<file path="config.mk">
export PLATFORM = sky130hd
export DESIGN_NAME = pipelined_adder
export DESIGN_NICKNAME = d
export VERILOG_FILES = /design/src/rtl/pipelined_adder.sv
export SDC_FILE = /design/constraint.sdc
export NUM_CORES = 1
export LEC_CHECK = 0
export ABC_AREA = 1
export BUFFER_PORTS_ARGS = -buffer_cell sky130_fd_sc_hd__buf_2
export CORE_MARGIN = 2
export CORE_UTILIZATION = 34
export DETAILED_ROUTE_END_ITERATION = 10
export GPL_TIMING_DRIVEN = 0
export PLACE_DENSITY_LB_ADDON = 0.25
export SKIP_CTS_REPAIR_TIMING = 1
export SYNTH_ARGS = -nofsm -noshare
export SYNTH_HDL_FRONTEND = slang
export SYNTH_SLANG_ARGS = --single-unit
</file>
<file path="constraint.sdc">
create_clock -name clk -period 9.8 [get_ports clk]
set_clock_uncertainty 0.05 [all_clocks]
set_input_delay 0.49 -clock clk [delete_from_list [all_inputs] [get_ports clk]]
set_output_delay 0.49 -clock clk [all_outputs]
set_load 0.02 [all_outputs]
</file>
<file path="src/rtl/pipelined_adder.sv">
// pipelined_adder: ripple-carry adder cut into STAGES register slices,
// with a valid/ready handshake on both sides and signed overflow out.
module pipelined_adder #(
  parameter int WIDTH  = 16,
  parameter int STAGES = 2
) (
  input  logic             clk,
  input  logic             rst,
  input  logic [WIDTH-1:0] a,
  input  logic [WIDTH-1:0] b,
  input  logic             cin,
  input  logic             in_valid,
  output logic             in_ready,
  output logic [WIDTH-1:0] sum,
  output logic             cout,
  output logic             ovf,
  output logic             out_valid,
  input  logic             out_ready
);

  localparam int SLICE = WIDTH / STAGES;

  if (WIDTH < 2) begin : g_bad_width
    $error("pipelined_adder: WIDTH must be at least 2");
  end
  if (STAGES < 1 || (WIDTH % STAGES) != 0) begin : g_bad_stages
    $error("pipelined_adder: STAGES must be >= 1 and divide WIDTH");
  end

  typedef struct packed {
    logic [WIDTH-1:0] a;
    logic [WIDTH-1:0] b;
    logic [WIDTH-1:0] s;
    logic             c;
    logic             o;
  } stage_t;

  stage_t            st_q  [STAGES];
  stage_t            st_d  [STAGES];
  stage_t            src   [STAGES];
  logic [STAGES-1:0] v_q;
  logic [STAGES-1:0] src_v;
  logic [STAGES:0]   lv;

  logic [1:0] h0;
  logic [1:0] h1;
  logic       c;
  logic       cm;

  function automatic logic [1:0] ha(
    input logic x,
    input logic y
  );
    return {x & y, x ^ y};
  endfunction

  // Each stage reads the previous stage register; stage 0 reads the ports.
  always_comb begin
    src[0]   = '{a: a, b: b, s: '0, c: cin, o: 1'b0};
    src_v[0] = in_valid;
    for (int k = 1; k < STAGES; k++) begin
      src[k]   = st_q[k-1];
      src_v[k] = v_q[k-1];
    end
  end

  always_comb begin
    h0 = '0;
    h1 = '0;
    c  = 1'b0;
    cm = 1'b0;
    for (int k = 0; k < STAGES; k++) begin
      st_d[k] = src[k];
      c       = src[k].c;
      cm      = src[k].c;
      for (int i = 0; i < SLICE; i++) begin
        h0 = ha(src[k].a[k*SLICE+i], src[k].b[k*SLICE+i]);
        h1 = ha(h0[0], c);
        st_d[k].s[k*SLICE+i] = h1[0];
        cm = c;
        c  = h0[1] | h1[1];
      end
      st_d[k].c = c;
      st_d[k].o = cm ^ c;
    end
  end

  // lv[k]: stage k loads this edge; lv[STAGES] is the downstream accept.
  always_comb begin
    lv         = '0;
    lv[STAGES] = out_ready;
    for (int k = STAGES - 1; k >= 0; k--) begin
      lv[k] = !v_q[k] || lv[k+1];
    end
  end

  assign in_ready = lv[0];

  always_ff @(posedge clk) begin
    if (rst) begin
      v_q <= '0;
      for (int k = 0; k < STAGES; k++) begin
        st_q[k] <= '0;
      end
    end else begin
      for (int k = 0; k < STAGES; k++) begin
        if (lv[k]) begin
          v_q[k] <= src_v[k];
          if (src_v[k]) begin
            st_q[k] <= st_d[k];
          end
        end
      end
    end
  end

  assign sum       = st_q[STAGES-1].s;
  assign cout      = st_q[STAGES-1].c;
  assign ovf       = st_q[STAGES-1].o;
  assign out_valid = v_q[STAGES-1];

endmodule

</file>
==> run metrics <==
outcome=complete, no violations; fin. max-slew vios=0; CTS tree=built; via count=1342; Leakage=1.26 nW; Tmin final=3930 ps; quantity of I/O buffers inserted on ports=56; io pins=57; share of cells above drive strength 1=31.8%; adder-cell area share of the yosys netlist=14.3%; First-pass DRT Iterations=4; CP max FO=2; clk slew on worst S/H paths=80 ps; initial antenna violation count=0; Final nets=291; Post-Syn Instances=175; post-route ant nets=0; Layout fillers=628; die footprint=0.00727 mm²; CTS Sinks=45; Post-Synth XOR/XNOR Area=0.390%; measured slew at the worst slew-check pin=1000 ps; min-delay worst type=primary input to flop; Synth Net Count=228; Critical Path RT=9880 ps; Post-Syn Area per Cell=12.8 µm²; Yosys reg bits=45; cell taking the most area after synthesis=edfxtp_1; die width=85.3 µm; n_diodes=0; Core Region=0.00639 mm²; worst vdd ir=0.0565 mV; initial DRC count=60; Worst Hold Slack=330 ps; Simple-Gate Fraction of Synth Area=2.67%; PD cells=155 mW/mm²; post-synthesis compound-gate area fraction=10.5%; Max-Cap Viols=0; post-synthesis cell type count=12; first-pass GRT wire length=6240 µm; Root Buffer=clkbuf_8; average via count per standard cell=4.25; Routed WL=3800 µm; final instance area=0.00270 mm²; Worst-Skew Late Latency=290 ps; die height=85.3 µm; Synth Warn #=0; Setup crit end kind=flop; Critical Path AT=4020 ps; sequential area share after synthesis=59.3%; synth top area cells=edfxtp_1 (57%), fa_1 (14%), a21oi_1 (9.4%), inv_1 (8.7%), buf_6 (4.0%); pin count of the biggest net entering global routing=26; CP Launch Type=flop; Cells after DPL=308; total track usage=11.4%; placed standard-cell area=0.00262 mm²; final setup vio count=0; Final Cycle Share=40.1%; Synth Cell Area=0.00225 mm²; row cnt=29; HPWL after DPL=2820 µm; largest family of logic cells by synthesized area=adder cells; mux share of post-synthesis cell area=0%; global route overflow=0; Layout Cells excl Fill=316; setup total negative slack=0 ps; share of the synthesized area in the top cell type=57.5%; fmax=254 MHz; TritonCTS Buffers=5; final hold vios=0; crit path kind=flop to flop; vias in the first global route=1406; wire per inst=12.0 µm; initial core utilization=35.2%; drc violations=0; Max Buffers Root-to-Sink=2; Slew headroom=33.0%; H-tree depth=2; area growth from synthesis to layout=20.3%; gpl congestion=0.739; RSZ-0062 raised after global routing=false
critical path, stage by stage, from the launching register on:
cell and delay (ps):
edfxtp_1 360, inv_1 90, fa_1 170, inv_1 50, fa_1 380, fa_1 390, fa_1 410, fa_1 410
fa_1 390, fa_1 410, inv_1 80, fa_1 400, a21oi_1 170
cells by family after synthesis:
logic type	count (synthesis)
buffers and inverters	61
AO/OA/AOI/OAI	45
flip-flops	45
adder cells (fa/ha/maj)	16
AND/OR/NAND/NOR	7
XOR/XNOR	1
final cells by class:
cell class                 count  area [µm²]  share of cell area, %
buffer                         8        90.1                   3.33
clock buffer                   8        80.1                   2.96
inverter                      53         199                   7.36
timing repair buffer          56         280                   10.4
tap                           77        96.3                   3.56
multi-input combinational     69         626                   23.1
sequential                    45        1330                   49.3
cell usage in the layout, fill, tap and decap left out:
cell      instances
xor2_1            1
dfxtp_1           2
a21oi_1          42
inv_1            52
nand3_2           1
inv_2             1
edfxtp_1         43
nand2_1           4
a21oi_2           3
buf_6             8
clkbuf_8          5
buf_2            56
fa_1             16
clkbuf_1          3
nand3_4           2
worst paths after layout:
check,to,slack [ps],depth (start not counted),startpoint
worst max-delay path,st_q[0][67]$_SDFFCE_PN0P_,5870,12,st_q[0][1]$_SDFFCE_PN0P_
worst min-delay path,v_q[1]$_SDFFE_PP0P_,330,2,rst
worst max register to register,st_q[0][67]$_SDFFCE_PN0P_,5870,12,st_q[0][1]$_SDFFCE_PN0P_
worst min register to register,v_q[1]$_SDFFE_PP0P_,480,2,v_q[0]$_SDFFE_PP0N_
metrics by stage:
| step | setup slack (ps) | total power, W | util [%] |
|---|---|---|---|
| floorplan | 6050 | 0.000291 | - |
| global placement | 5820 | 0.000315 | 41.1 |
| detailed placement | 5790 | 0.000317 | 41.1 |
| CTS | 5860 | 0.000424 | 42.3 |
| global route | 5720 | 0.000441 | 42.3 |
| finish | 5870 | 0.000420 | 42.3 |
metal layers:
layer	vias to the layer above	global-route usage [%]	wire, µm
li1	683	-	-
met1	615	13.3	1640
met4	0	5.19	86
met2	38	19.2	1900
met5	-	0	0
met3	6	3.31	171
flip-flops by register name, summed over array words and instances (netlist names):
signal / cells
st_q: 43
v_q: 2
synth_stat cells, drive strengths merged:
library cell  count
a21oi            45
buf               8
dfxtp             2
edfxtp           43
fa               16
inv              53
nand2             4
nand3             3
xor2              1
where the power goes:
group	switching (W)	internal, W
Combinational	0.0000438	0.0000290
Sequential	0.00000561	0.000232
Clock	0.0000583	0.0000507
Note: power is estimated with default switching activity, not from simulation.
